==> src/rtl/fetch_pkg.sv <==
// Shared types and constants for the pipelined instruction-fetch unit.
// Buffer entries carry the package widths; fetch_pipe ADDR_W/DATA_W must not exceed them.
package fetch_pkg;

   localparam int unsigned FETCH_ADDR_W = 32;
   localparam int unsigned FETCH_DATA_W = 32;
   localparam logic [FETCH_ADDR_W-1:0] FETCH_RESET_PC = 32'h0000_3000;

   typedef enum logic [0:0] {
      FETCH = 1'b0,
      HALT  = 1'b1
   } fetch_state_e;

   typedef struct packed {
      logic [FETCH_ADDR_W-1:0] pc;
      logic [FETCH_DATA_W-1:0] instr;
      logic                    exc;
   } fetch_entry_t;

   function automatic int unsigned fetch_cnt_w(input int unsigned depth);
      return $clog2(depth) + 1;
   endfunction

endpackage

==> src/rtl/fetch_fifo.sv <==
// Prefetch buffer: synchronous FIFO of fetch entries with flush and one-entry load-on-flush.
module fetch_fifo
   import fetch_pkg::*;
#(
   parameter int unsigned DEPTH = 4
) (
   input  logic                   i_clk,
   input  logic                   i_rst_n,
   input  logic                   i_flush,
   input  logic                   i_load,
   input  fetch_entry_t           i_load_entry,
   input  logic                   i_push,
   input  fetch_entry_t           i_push_entry,
   input  logic                   i_pop,
   output fetch_entry_t           o_head,
   output logic                   o_empty,
   output logic [$clog2(DEPTH):0] o_count
);

   localparam int unsigned PTR_W = $clog2(DEPTH);
   localparam int unsigned CNT_W = PTR_W + 1;

   fetch_entry_t     r_mem [DEPTH];
   logic [PTR_W-1:0] r_rd_ptr;
   logic [PTR_W-1:0] r_wr_ptr;
   logic [CNT_W-1:0] r_count;

   // Storage, pointers and occupancy; flush wins over push/pop.
   always_ff @(posedge i_clk or negedge i_rst_n) begin
      if (!i_rst_n) begin
         for (int unsigned i = 0; i < DEPTH; i++) begin
            r_mem[i] <= '0;
         end
         r_rd_ptr <= '0;
         r_wr_ptr <= '0;
         r_count  <= '0;
      end else if (i_flush) begin
         r_rd_ptr <= '0;
         if (i_load) begin
            r_mem[0] <= i_load_entry;
            r_wr_ptr <= PTR_W'(1);
            r_count  <= CNT_W'(1);
         end else begin
            r_wr_ptr <= '0;
            r_count  <= '0;
         end
      end else begin
         if (i_push) begin
            r_mem[r_wr_ptr] <= i_push_entry;
            r_wr_ptr        <= r_wr_ptr + PTR_W'(1);
         end
         if (i_pop) begin
            r_rd_ptr <= r_rd_ptr + PTR_W'(1);
         end
         case ({i_push, i_pop})
            2'b10:   r_count <= r_count + CNT_W'(1);
            2'b01:   r_count <= r_count - CNT_W'(1);
            default: r_count <= r_count;
         endcase
      end
   end

   assign o_head  = r_mem[r_rd_ptr];
   assign o_empty = (r_count == '0);
   assign o_count = r_count;

endmodule

==> src/rtl/fetch_pipe.sv <==
// Pipelined instruction fetch: PC sequencer, credit-limited memory requests,
// in-order responses into a prefetch buffer drained by decode.
module fetch_pipe
   import fetch_pkg::*;
#(
   parameter int unsigned        ADDR_W    = FETCH_ADDR_W,
   parameter int unsigned        DATA_W    = FETCH_DATA_W,
   parameter logic [ADDR_W-1:0]  RESET_PC  = FETCH_RESET_PC,
   parameter int unsigned        BUF_DEPTH = 4
) (
   input  logic              clk,
   input  logic              reset,
   input  logic              redirect_valid,
   input  logic [ADDR_W-1:0] redirect_pc,
   output logic              imem_req_valid,
   input  logic              imem_req_ready,
   output logic [ADDR_W-1:0] imem_req_addr,
   input  logic              imem_rsp_valid,
   input  logic [DATA_W-1:0] imem_rsp_data,
   output logic              id_valid,
   input  logic              id_ready,
   output logic [DATA_W-1:0] id_instr,
   output logic [ADDR_W-1:0] id_pc,
   output logic [ADDR_W-1:0] id_pc4,
   output logic              id_exc_adel
);

   localparam int unsigned CNT_W = fetch_cnt_w(BUF_DEPTH);

   fetch_state_e      r_state;
   logic [ADDR_W-1:0] r_fetch_pc;
   logic [ADDR_W-1:0] r_rsp_pc;
   logic [CNT_W-1:0]  r_out_cnt;
   logic [CNT_W-1:0]  r_drop_cnt;

   logic [CNT_W-1:0]  w_occ;
   logic [CNT_W:0]    w_credit_used;
   logic              w_empty;
   logic              w_misaligned;
   logic              w_req_fire;
   logic              w_rsp_keep;
   logic              w_pop;
   fetch_entry_t      w_head;
   fetch_entry_t      w_push_entry;
   fetch_entry_t      w_load_entry;

   // Handshake gating; in-flight plus buffered entries never exceed BUF_DEPTH.
   always_comb begin
      w_misaligned  = (redirect_pc[1:0] != 2'b00);
      w_credit_used = {1'b0, r_out_cnt} + {1'b0, w_occ};
      if (reset && (r_state == FETCH) && !redirect_valid &&
          (w_credit_used < (CNT_W+1)'(BUF_DEPTH))) begin
         imem_req_valid = 1'b1;
      end else begin
         imem_req_valid = 1'b0;
      end
      if (!w_empty && !redirect_valid) begin
         id_valid = 1'b1;
      end else begin
         id_valid = 1'b0;
      end
      w_req_fire   = imem_req_valid && imem_req_ready;
      w_rsp_keep   = imem_rsp_valid && (r_drop_cnt == '0) && !redirect_valid;
      w_pop        = id_valid && id_ready;
      w_push_entry = '{pc: FETCH_ADDR_W'(r_rsp_pc), instr: FETCH_DATA_W'(imem_rsp_data), exc: 1'b0};
      w_load_entry = '{pc: FETCH_ADDR_W'(redirect_pc), instr: '0, exc: 1'b1};
   end

   // PC sequencing and credit accounting; r_rsp_pc is the PC of the next kept response.
   always_ff @(posedge clk or negedge reset) begin
      if (!reset) begin
         r_fetch_pc <= RESET_PC;
         r_rsp_pc   <= RESET_PC;
         r_out_cnt  <= '0;
         r_drop_cnt <= '0;
      end else begin
         r_out_cnt <= r_out_cnt + CNT_W'(w_req_fire) - CNT_W'(imem_rsp_valid);
         if (redirect_valid) begin
            r_drop_cnt <= r_out_cnt - CNT_W'(imem_rsp_valid);
            if (!w_misaligned) begin
               r_fetch_pc <= redirect_pc;
               r_rsp_pc   <= redirect_pc;
            end
         end else begin
            if (w_req_fire) begin
               r_fetch_pc <= r_fetch_pc + ADDR_W'(32'd4);
            end
            if (imem_rsp_valid && (r_drop_cnt != '0)) begin
               r_drop_cnt <= r_drop_cnt - CNT_W'(1);
            end
            if (w_rsp_keep) begin
               r_rsp_pc <= r_rsp_pc + ADDR_W'(32'd4);
            end
         end
      end
   end

   // FETCH/HALT control: only a redirect changes state.
   always_ff @(posedge clk or negedge reset) begin
      if (!reset) begin
         r_state <= FETCH;
      end else if (redirect_valid) begin
         r_state <= w_misaligned ? HALT : FETCH;
      end else begin
         r_state <= r_state;
      end
   end

   fetch_fifo #(
      .DEPTH (BUF_DEPTH)
   ) u_buf (
      .i_clk        (clk),
      .i_rst_n      (reset),
      .i_flush      (redirect_valid),
      .i_load       (w_misaligned),
      .i_load_entry (w_load_entry),
      .i_push       (w_rsp_keep),
      .i_push_entry (w_push_entry),
      .i_pop        (w_pop),
      .o_head       (w_head),
      .o_empty      (w_empty),
      .o_count      (w_occ)
   );

   assign imem_req_addr = r_fetch_pc;
   assign id_instr      = DATA_W'(w_head.instr);
   assign id_pc         = ADDR_W'(w_head.pc);
   assign id_pc4        = ADDR_W'(w_head.pc) + ADDR_W'(32'd4);
   assign id_exc_adel   = w_head.exc;

endmodule

==> config.mk <==
export PLATFORM = sky130hd
export DESIGN_NAME = fetch_pipe
export DESIGN_NICKNAME = d
export VERILOG_FILES = /design/src/rtl/fetch_pkg.sv /design/src/rtl/fetch_fifo.sv /design/src/rtl/fetch_pipe.sv
export SDC_FILE = /design/constraint.sdc
export NUM_CORES = 1
export LEC_CHECK = 0
export ABC_AREA = 1
export BUFFER_PORTS_ARGS = -buffer_cell sky130_fd_sc_hd__buf_2
export CAP_MARGIN = 15
export CORE_ASPECT_RATIO = 1.25
export CORE_MARGIN = 2
export CORE_UTILIZATION = 54
export DETAILED_ROUTE_END_ITERATION = 6
export PLACE_DENSITY = 0.74
export SYNTH_ARGS = -nofsm -noshare
export SYNTH_HDL_FRONTEND = slang
export SYNTH_SLANG_ARGS = --single-unit
==> constraint.sdc <==
create_clock -name clk -period 3.28 [get_ports clk]
set_clock_uncertainty 0.1 [all_clocks]
set_input_delay 0.164 -clock clk [delete_from_list [all_inputs] [get_ports clk]]
set_output_delay 0.164 -clock clk [all_outputs]
set_load 0.005 [all_outputs]
==> run summary, run 1 <==
crit path time final = 3.16 ns
fillers = 2868
Initial Utilization = 55.1%
critical path endpoint category = primary output
I/O pin cnt = 201
Net Sw Frac = 39.9%
Root Buffer = clkbuf_16
clock power share = 24.7%
first-pass GRT wire length = 86.2 mm
IO buf count = 200
area leader, netlist = dfrtp_1
metal3 WL = 3.92 mm
cell family with the largest share of critical-path delay = simple AND/OR/NAND/NOR gates
Hold Crit Class = in2reg
Crit Path Category = reg2out
CTS tree = done
antenna violations before repair = 1
max-cap violation count = 0
outcome = completed
Final Setup Violations = 0
syn_area_per_cell = 7.33 µm²
Post-route DRC = 0
post-route ant nets = 0
Core ar. = 32800 µm²
Post-Layout Cell Count = 3104
Mapped Cells = 2465
PwrDens = 776 nW/µm²
Worst Setup Start Kind = flip-flop
Power Internal = 9.90 mW
wl on met1 = 22.9 mm
DR top layer = met4
Fin. Hold Viols = 0
Least-Margin Pin Slew = 0.888 ns
Most Frequent Cell on Critical Path = nor2_1
Net Switching = 6.56 mW
Comb pwr share = 37.5%
DP HPWL = 34.9 mm
Hold WS = 0.0540 ns
Area Overhead vs Synth = 17.5%
count leader, synth = nand2_1
sequential share of power = 37.8%
total wire length = 53.2 mm
period utilisation layout = 96.3%
Achievable Freq = 316 MHz
Final Net Count = 2747
Die Wd = 168 µm
multi-input logic area = 8410 µm²
Rel. slew slack = 40.8%
share of layout cells above drive strength 1 = 12.4%
post-synth top area share = 45.9%
R2R setup slack = 0.79 ns
largest net degree at the start of global routing = 153
Pleak = 10.4 nW
CTS Buf Count = 35
routability cong. = 0.950
CP Buf/Inv Count = 2
number of synthesis warnings = 0
die area = 34900 µm²
Worst Path Required = 3.02 ns
Main synth FF type = dfrtp_1
row count = 74
DR WL/cell = 17.2 µm
drt initial violations = 1751
GR Overflow Total = 0
wire length on met2 = 24.7 mm
Worst-Skew Late Latency = 0.54 ns
Synth Net Count = 2552
Chip Height = 208 µm
unique cell type count in the Yosys netlist = 37
FF/Latch Area = 8390 µm²
largest stage delay on the critical path = 0.54 ns
Post-synth EDFFs = 0
vias post-DR = 17.7k
vias in the first global route = 16.9k
Arr. time, crit path = 2.90 ns
RSZ-0062 raised after global routing = yes
Max Root-Sink Buffers = 3
top cells by area, synth = dfrtp_1, nand2_1, o21ai_0, nor2_1, nand3_1
crit path cell chain = clkinv_2 > nor2_1 > nor2_1 > o21ai_1 > nand2_1 > ha_1 > nand3_2 > nor2_4 > xor2_1 > buf_2
post-synthesis sequential area ratio = 46.5%
slowest CP cell = dfrtp_4
GR Util All Layers = 30.2%
commonest cells in the synthesized netlist = nand2_1, dfrtp_1, o21ai_0, nor2_1, inv_1
depth of the CTS H-tree = 2
synthesized area = 18100 µm²
DRT Pass-1 Iters = 5
largest vdd supply drop = 0.000455 V
Reg clk slew, reported paths = 0.06 ns
Max Transition Viols Final = 0
TritonCTS Sinks = 335
crit-path max FO = 10
synthesis-stage register bit count = 335
Placed Cells = 2969
Post-synth ARST share = 100%
drt via density = 5.71
ant diodes = 0
[path summary, 6_finish.rpt]
kind                                                from                            end  cells past startpoint
min in group asynchronous                          reset    u_buf.r_mem[62]$_DFFE_PN0P_                      3
setup / recovery           u_buf.r_rd_ptr[0]$_DFFE_PN0P_                      id_pc4[8]                     10
hold reg to reg             u_buf.r_mem[159]$_DFFE_PN0P_   u_buf.r_mem[159]$_DFFE_PN0P_                      2
setup reg to reg            u_buf.o_count[1]$_DFFE_PN0P_         r_out_cnt[2]$_DFF_PN0_                     10
hold / removal                            imem_req_ready  imem_req_addr[18]$_DFFE_PN0P_                      4
max in group asynchronous                          reset   u_buf.r_mem[159]$_DFFE_PN0P_                      4
[tightest hold or removal path, stage by stage]
cell	delay, ns
buf_2	0.10
nand3_1	0.20
o211ai_1	0.11
nand2_1	0.07
[power by group through the flow]
stage | Sequential (mW) | Combinational, mW | Clock, mW
2_1_floorplan | 5.97 | 3.98 | 0
3_3_place_gp | 6.21 | 5.79 | 0
3_5_place_dp | 6.24 | 5.96 | 0
4_1_cts | 6.19 | 6.06 | 4.12
5_1_grt | 6.37 | 6.98 | 4.28
6_report | 6.22 | 6.17 | 4.06
[cells in the final DEF, fill, tap and decap left out, types with 11 or more instances in the layout]
master,n
nor2_2,11
dlygate4sd3_1,70
buf_2,199
xor2_1,20
a32o_1,32
ha_1,14
nor2_1,268
buf_4,16
a31oi_1,51
nand3_1,143
clkbuf_16,38
a21oi_1,29
nand2_1,805
dfrtp_1,329
inv_1,169
o21ai_0,326
nand2_2,11
o22ai_1,36
[cells by family (layout without fill, tap and decap cells)]
logic type / count (synthesis) / count (layout) / synth area share (%)
AND/OR/NAND/NOR: 1276 / 1276 / 28.3
adder cells (fa/ha/maj): 17 / 17 / 1.26
flip-flops: 335 / 335 / 46.5
XOR/XNOR: 25 / 25 / 1.21
AO/OA/AOI/OAI: 496 / 496 / 15.5
buffers and inverters: 316 / 537 / 7.23
[layout make-up]
class                      instances  area share (%)
timing repair buffer             296            9.65
clock inverter                    11           0.590
tap                              418            2.46
inverter                         178            3.15
clock buffer                      52            4.95
multi-input combinational       1814            39.6
sequential                       335            39.5
[timing repair]
action / CTS / global route
gates resized for setup: 0 / 10
hold buffers: 70 / 0
buffers inserted: 0 / 0
endpoints found under the setup margin: 0 / 23
hold endpoints to repair: 422 / 0
[layer usage]
metal	vias up	track usage, %
met5	-	0
met4	0	10.6
met3	112	4.01
met2	758	48.2
met1	8408	42.7
li1	8434	-
[flip-flops by register name (all words and copies together) (netlist names)]
name / count
u_buf.r_mem: 257
r_rsp_pc: 32
u_buf.o_count: 3
imem_req_addr: 32
u_buf.r_wr_ptr: 2
r_state: 1
r_drop_cnt: 3
r_out_cnt: 3
u_buf.r_rd_ptr: 2
[per-stage QoR]
stage / utilization, % / setup TNS [ns] / setup slack [ns] / power (mW) / instance area (µm²)
floorplan: - / 0 / 1.01 / 9.95 / 18100
global placement: 58.8 / 0 / 0.674 / 12.0 / 19300
detailed placement: 58.8 / 0 / 0.601 / 12.2 / 19300
CTS: 64.5 / 0 / 0.0387 / 16.4 / 21100
global route: 64.8 / -0.0342 / -0.0185 / 17.6 / 21200
finish: 64.8 / 0 / 0.120 / 16.5 / 21200
(Power assumes the default switching activity.)
==> run 2, diff against run 1 <==
Settings changed: CORE_UTILIZATION 54 to 57, PLACE_DENSITY 0.74 to 0.78.
==> run 2 against run 1 <==
Effect of this change:
- critical endpoint is now id_pc4[18]
- largest power group unchanged
- clock power fell by 5%
- sequential power barely moved
- die area fell by 5.2%
- hold slack got worse by 0.018 ns
- critical path depth did not move
==> run summary, run 2 (synthesized netlist as in run 1, its figures left out) <==
PwrDens = 767 nW/µm² (was 776 nW/µm²)
Final Net Count = 2750 (was 2747)
Core ar. = 31100 µm² (was 32800 µm²)
CTS Buf Count = 34 (was 35)
RSZ-0062 raised after global routing = no (was yes)
total wire length = 52.5 mm (was 53.2 mm)
Most flops, register = u_buf.r_mem (unchanged)
ant diodes = 0 (unchanged)
drt initial violations = 1858 (was 1751)
max-cap violation count = 0 (unchanged)
Chip Height = 203 µm (was 208 µm)
Final Setup Violations = 0 (unchanged)
Post-route DRC = 0 (unchanged)
largest vdd supply drop = 0.000443 V (was 0.000455 V)
Root Buffer = clkbuf_16 (unchanged)
multi-input logic area = 8400 µm² (was 8410 µm²)
Fin. Hold Viols = 0 (unchanged)
antenna violations before repair = 0 (was 1)
period utilisation layout = 94.8% (was 96.3%)
Achievable Freq = 321 MHz (was 316 MHz)
FF/Latch Area = 8390 µm² (unchanged)
share of layout cells above drive strength 1 = 12.2% (was 12.4%)
Design Area, Final = 21100 µm² (was 21200 µm²)
Worst Setup Start Kind = flip-flop (unchanged)
number of post-CTS setup repair buffers = 0 (unchanged)
post-route ant nets = 0 (unchanged)
vias post-DR = 17.7k (about the same)
crit path time final = 3.11 ns (was 3.16 ns)
Worst Path Required = 3.02 ns (about the same)
Area Overhead vs Synth = 16.8% (was 17.5%)
DR WL/cell = 17.0 µm (was 17.2 µm)
Crit Path Category = reg2out (unchanged)
leading cell type in the layout, fill and taps excluded = nand2_1 (unchanged)
DP HPWL = 34.6 mm (was 34.9 mm)
Max Root-Sink Buffers = 3 (unchanged)
IO buf count = 200 (unchanged)
largest net degree at the start of global routing = 172 (was 153)
Worst-Skew Late Latency = 0.53 ns (was 0.54 ns)
TritonCTS Sinks = 335 (unchanged)
depth of the CTS H-tree = 2 (unchanged)
Rel. slew slack = 21.3% (was 40.8%)
critical path endpoint category = primary output (unchanged)
crit-path max FO = 12 (was 10)
row count = 72 (was 74)
commonest non-fill, non-tap cells in the layout = nand2_1, dfrtp_1, o21ai_0 (unchanged)
drt via density = 5.73 (was 5.71)
cell area after placement = 19300 µm² (about the same)
Hold Crit Class = in2reg (unchanged)
max reg flops = 257 (unchanged)
Reg clk slew, reported paths = 0.06 ns (about the same)
GR Overflow Total = 0 (unchanged)
fillers = 2595 (was 2868)
setup tns final = 0 ns (unchanged)
first-pass GRT wire length = 84.7 mm (was 86.2 mm)
vias in the first global route = 16.8k (was 16.9k)
DRT Pass-1 Iters = 6 (was 5)
CTS tree = done (unchanged)
outcome = completed (unchanged)
Arr. time, crit path = 2.85 ns (was 2.90 ns)
I/O pin cnt = 201 (unchanged)
Die Wd = 163 µm (was 168 µm)
GR Util All Layers = 31.7% (was 30.2%)
Initial Utilization = 58.1% (was 55.1%)
routability cong. = 0.930 (was 0.950)
Pleak = 10.4 nW (about the same)
Max Transition Viols Final = 0 (unchanged)
die area = 33100 µm² (was 34900 µm²)
Least-Margin Pin Slew = 1.18 ns (was 0.888 ns)
dpl ws = 0.480 ns (was 0.601 ns)
worst setup margin = 0.169 ns (was 0.120 ns)
run 2: changes by cell type in the layout (fill, tap and decap cells not counted), sizes merged:
cell,delta
clkinvlp,-1
buf,+8
clkbuf,-4
inv,+3
dlygate4sd3,-3
clkinv,-3
run 2: worst paths after layout:
kind                                               start  depth (start not counted)                             to  slack (ns)
max                        u_buf.r_rd_ptr[1]$_DFFE_PN0P_                         10                     id_pc4[18]        0.17
min                                       redirect_pc[4]                          5        r_rsp_pc[4]$_DFFE_PN0P_        0.04
max reg2reg                    r_drop_cnt[0]$_DFFE_PN0P_                          7   u_buf.r_mem[244]$_DFFE_PN0P_        0.45
min reg2reg                 u_buf.r_mem[145]$_DFFE_PN0P_                          2   u_buf.r_mem[145]$_DFFE_PN0P_        0.38
max in group asynchronous                          reset                          5    u_buf.r_mem[21]$_DFFE_PN0P_        0.63
min in group asynchronous                          reset                          3  imem_req_addr[31]$_DFFE_PN0P_        0.50
run 2: timing repair:
action / in CTS / in global routing
resized for setup: 0 / 5
hold endpoints to repair: 289 / 0
setup endpoints to repair: 0 / 16
hold buffers: 67 / 0
run 2: area by class of cell:
cell class / count / share of cell area [%]
well taps: 407 / 2.41
multi-input cells: 1814 / 39.8
flip-flops and latches: 335 / 39.8
clock inverters: 10 / 0.593
inverters: 178 / 3.18
repair buffers: 300 / 9.58
clock buffers: 49 / 4.59
run 2: critical path, stage by stage (launching register included):
cell,delay [ns]
dfrtp_2,0.54
inv_2,0.19
nor2_1,0.14
o21ai_0,0.09
nand2_1,0.23
ha_1,0.28
nand3_2,0.20
nor2_2,0.24
nand2_1,0.09
xor2_1,0.15
buf_2,0.13
run 2: where the power goes:
group          internal [mW]  switching, mW
clock                   2.23           1.63
sequential              5.28          0.946
combinational           2.20           3.88
run 2: layer usage:
layer	routed length, µm	up-vias	global-route usage [%]	part of all wire (%)
met5	0	-	0	0
met4	1680	0	11.6	3.2
met3	4020	110	4.54	7.6
met2	25200	755	51.5	48
met1	21700	8426	43.4	41
li1	-	8433	-	-
run 2: stage by stage:
| step | util [%] | instances | total power [mW] | hold WS (ns) |
|---|---|---|---|---|
| 2_1_floorplan | - | 2465 | 9.95 | -0.232 |
| 3_3_place_gp | 62.0 | 2966 | 11.9 | -0.0483 |
| 3_5_place_dp | 62.0 | 2966 | 12.1 | -0.0471 |
| 4_1_cts | 67.7 | 3092 | 16.1 | 0.00895 |
| 5_1_grt | 67.9 | 3093 | 17.4 | 0.0267 |
| 6_report | 67.9 | 3093 | 16.2 | 0.0359 |
==> run 3, diff against run 2 <==
Settings changed: SYNTH_HIERARCHICAL set to 1.
==> run 3 against run 2 <==
Effect of this change:
- utilization increased by 0.52 points
- sequential cell count is 3 higher
- worst setup slack lost 0.16 ns
- via count rose by 1.8%
- sequential power down 4.2%
- design area increased by 5.1%
- register-to-register slack improved by 0.34 ns
- largest cell class unchanged
- critical path type unchanged
- count of clock-buffer cells in the layout increased by 5
==> run summary, run 3 <==
depth of the CTS H-tree = 2 (unchanged)
Achievable Freq = 306 MHz (was 321 MHz)
drt initial violations = 1938 (was 1858)
PwrDens = 634 nW/µm² (was 767 nW/µm²)
Placed Cells = 2988 (was 2966)
Max Transition Viols Final = 0 (unchanged)
post-synthesis sequential area ratio = 45.4% (was 46.5%)
Main synth FF type = dfrtp_1 (unchanged)
Post-synth ARST share = 100% (unchanged)
vias post-DR = 18.1k (was 17.7k)
CTS Buf Count = 36 (was 34)
post-route ant nets = 0 (unchanged)
Mapped Cells = 2425 (was 2465)
Pleak = 11.2 nW (was 10.4 nW)
Final Setup Violations = 0 (unchanged)
row count = 74 (was 72)
Reg clk slew, reported paths = 0.06 ns (about the same)
Post-Layout Cell Count = 3149 (was 3093)
Design Area, Final = 22200 µm² (was 21100 µm²)
Least-Margin Pin Slew = 1.07 ns (was 1.18 ns)
Power Internal = 8.91 mW (was 9.71 mW)
clock power share = 27.7% (was 23.9%)
Most flops, register = u_buf/r_mem (was u_buf.r_mem)
leading cell type in the layout, fill and taps excluded = nand2_1 (unchanged)
IO buf count = 200 (unchanged)
largest net degree at the start of global routing = 165 (was 172)
synthesis-stage register bit count = 338 (was 335)
outcome = completed (unchanged)
total wire length = 56.4 mm (was 52.5 mm)
R2R setup slack = 0.79 ns (was 0.45 ns)
I/O pin cnt = 201 (unchanged)
largest vdd supply drop = 0.000411 V (was 0.000443 V)
Chip Height = 206 µm (was 203 µm)
unique cell type count in the Yosys netlist = 49 (was 37)
Core ar. = 32400 µm² (was 31100 µm²)
CTS tree = done (unchanged)
Net Sw Frac = 36.6% (was 39.9%)
routability cong. = 0.972 (was 0.930)
drt via density = 5.73 (about the same)
Rel. slew slack = 29.0% (was 21.3%)
Max Root-Sink Buffers = 3 (unchanged)
Crit Path Category = reg2out (unchanged)
DRT Pass-1 Iters = 6 (unchanged)
hold path startpoint = id_ready (was redirect_pc[4])
number of synthesis warnings = 6 (was 0)
crit-path max FO = 20 (was 12)
Initial Utilization = 57.5% (was 58.1%)
Root Buffer = clkbuf_16 (unchanged)
Post-synth EDFFs = 0 (unchanged)
synthesized area = 18600 µm² (was 18100 µm²)
Worst Path Required = 3.02 ns (about the same)
worst hold stages = 5 (unchanged)
Net Switching = 5.14 mW (was 6.46 mW)
count leader, synth = nand2_1 (unchanged)
number of cells on the worst reg-to-reg path = 12 (was 7)
max reg flops = 260 (was 257)
DP HPWL = 35.6 mm (was 34.6 mm)
Worst-Skew Late Latency = 0.52 ns (was 0.53 ns)
top cells by area, synth = dfrtp_1, nand2_1, nor2_1, o21ai_0, o21ai_1 (was dfrtp_1, nand2_1, o21ai_0, nor2_1, nand3_1)
area leader, netlist = dfrtp_1 (unchanged)
Post-route DRC = 0 (unchanged)
critical path endpoint category = primary output (unchanged)
GR Util All Layers = 31.0% (was 31.7%)
cell area after placement = 19700 µm² (was 19300 µm²)
Worst Setup Start Kind = flip-flop (unchanged)
vias in the first global route = 17.1k (was 16.8k)
ant diodes = 0 (unchanged)
fillers = 2598 (was 2595)
Post-Route Utilization = 68.4% (was 67.9%)
Arr. time, crit path = 3.01 ns (was 2.85 ns)
crit path time final = 3.27 ns (was 3.11 ns)
syn_area_per_cell = 7.68 µm² (was 7.33 µm²)
commonest cells in the synthesized netlist = nand2_1, dfrtp_1, nor2_1, o21ai_0, inv_1 (was nand2_1, dfrtp_1, o21ai_0, nor2_1, inv_1)
FF-to-FF Start = r_drop_cnt[0]$_DFFE_PN0P_ (unchanged)
antenna violations before repair = 0 (unchanged)
DR WL/cell = 17.9 µm (was 17.0 µm)
Hold Crit Class = in2reg (unchanged)
Worst Setup SP = u_buf/r_rd_ptr[0]$_DFFE_PN0P_ (was u_buf.r_rd_ptr[1]$_DFFE_PN0P_)
commonest non-fill, non-tap cells in the layout = nand2_1, dfrtp_1, nor2_1 (was nand2_1, dfrtp_1, o21ai_0)
Die Wd = 166 µm (was 163 µm)
Final Net Count = 2794 (was 2750)
sequential share of power = 42.5% (was 38.5%)
Fin. Hold Viols = 0 (unchanged)
Comb pwr share = 29.8% (was 37.6%)
die area = 34100 µm² (was 33100 µm²)
post-synth top area share = 44.9% (was 45.9%)
Area Overhead vs Synth = 19.0% (was 16.8%)
TritonCTS Sinks = 338 (was 335)
share of layout cells above drive strength 1 = 16.8% (was 12.2%)
first-pass GRT wire length = 86.3 mm (was 84.7 mm)
max-cap violation count = 0 (unchanged)
period utilisation layout = 99.7% (was 94.8%)
GR Overflow Total = 0 (unchanged)
run 3: changes by cell type after synthesis, sizes merged, moves of 25 or more:
cell and change:
a21boi +66, a21oi +33, a31oi -43, a32o -32, buf +42, clkbuf -49, nand2 -80, nand3 -87
nor2 +42, o21ai +25, o22ai +32
run 3: kinds of logic after synthesis:
| family | synth area share (%) |
|---|---|
| AND/OR/NAND/NOR | 25.2 |
| flip-flops | 45.4 |
| XOR/XNOR | 2.16 |
| adder cells (fa/ha/maj) | 1.22 |
| buffers and inverters | 8.69 |
| AO/OA/AOI/OAI | 17.2 |
| other | 0.0403 |
run 3: worst max-delay path, stage by stage, from the launching register on:
cell and delay [ns]:
dfrtp_4 0.45, buf_4 0.19, buf_16 0.18, o21ai_0 0.12, o22ai_2 0.31, buf_4 0.17
nand2_2 0.08, nor2_1 0.19, nand2_1 0.10, nor3_1 0.27, xor2_1 0.26, buf_2 0.16
run 3: power groups by stage:
stage	Sequential (mW)	Clock, mW	Combinational, mW
2_1_floorplan	5.73	0	2.56
3_3_place_gp	5.97	0	3.68
3_5_place_dp	6.00	0	3.80
4_1_cts	5.94	3.95	3.93
6_report	5.97	3.89	4.19
5_1_grt	6.09	4.12	4.66
run 3: per-stage QoR:
step	power, mW	TNS [ns]	hold WS (ns)	setup WS (ns)
global placement	9.65	0	-0.0828	0.399
floorplan	8.29	0	-0.232	0.712
global route	14.9	-0.414	0.140	-0.0908
detailed placement	9.80	0	-0.0823	0.360
CTS	13.8	-0.00709	0.102	-0.00709
finish	14.1	0	0.119	0.00920
run 3: layout make-up:
class	count	area, µm²	area share [%]
well taps	418	523	2.36
inverters	169	657	2.96
flip-flops and latches	338	8470	38.2
clock inverters	8	50.0	0.226
clock buffers	54	1060	4.78
repair inverters	2	17.5	0.0791
repair buffers	340	2510	11.3
multi-input cells	1820	8870	40.0
run 3: what timing repair did:
item / in CTS / in global routing
pin swaps: 0 / 19
buffers inserted: 0 / 21
hold buffers: 68 / 0
setup endpoints to repair: 18 / 19
endpoints found under the hold margin: 475 / 0
cloned: 0 / 10
resized for setup: 18 / 43
run 3: per-layer routing:
layer	GRT usage, %	part of all wire (%)	up-vias	wire length [µm]
met5	0	0	-	0
met4	15.2	5.3	0	3000
met3	4.31	7.4	191	4150
met2	52.1	47	856	26700
met1	39.9	40	8621	22600
li1	-	-	8382	-
run 3: worst paths after layout:
path	endpoint
max	id_pc4[23]
min	u_buf/r_rd_ptr[1]$_DFFE_PN0P_
max reg2reg	u_buf/r_mem[243]$_DFFE_PN0P_
min reg2reg	u_buf/r_mem[72]$_DFFE_PN0P_
max in group asynchronous	u_buf/r_rd_ptr[0]$_DFFE_PN0P_
min in group asynchronous	u_buf/r_mem[92]$_DFFE_PN0P_
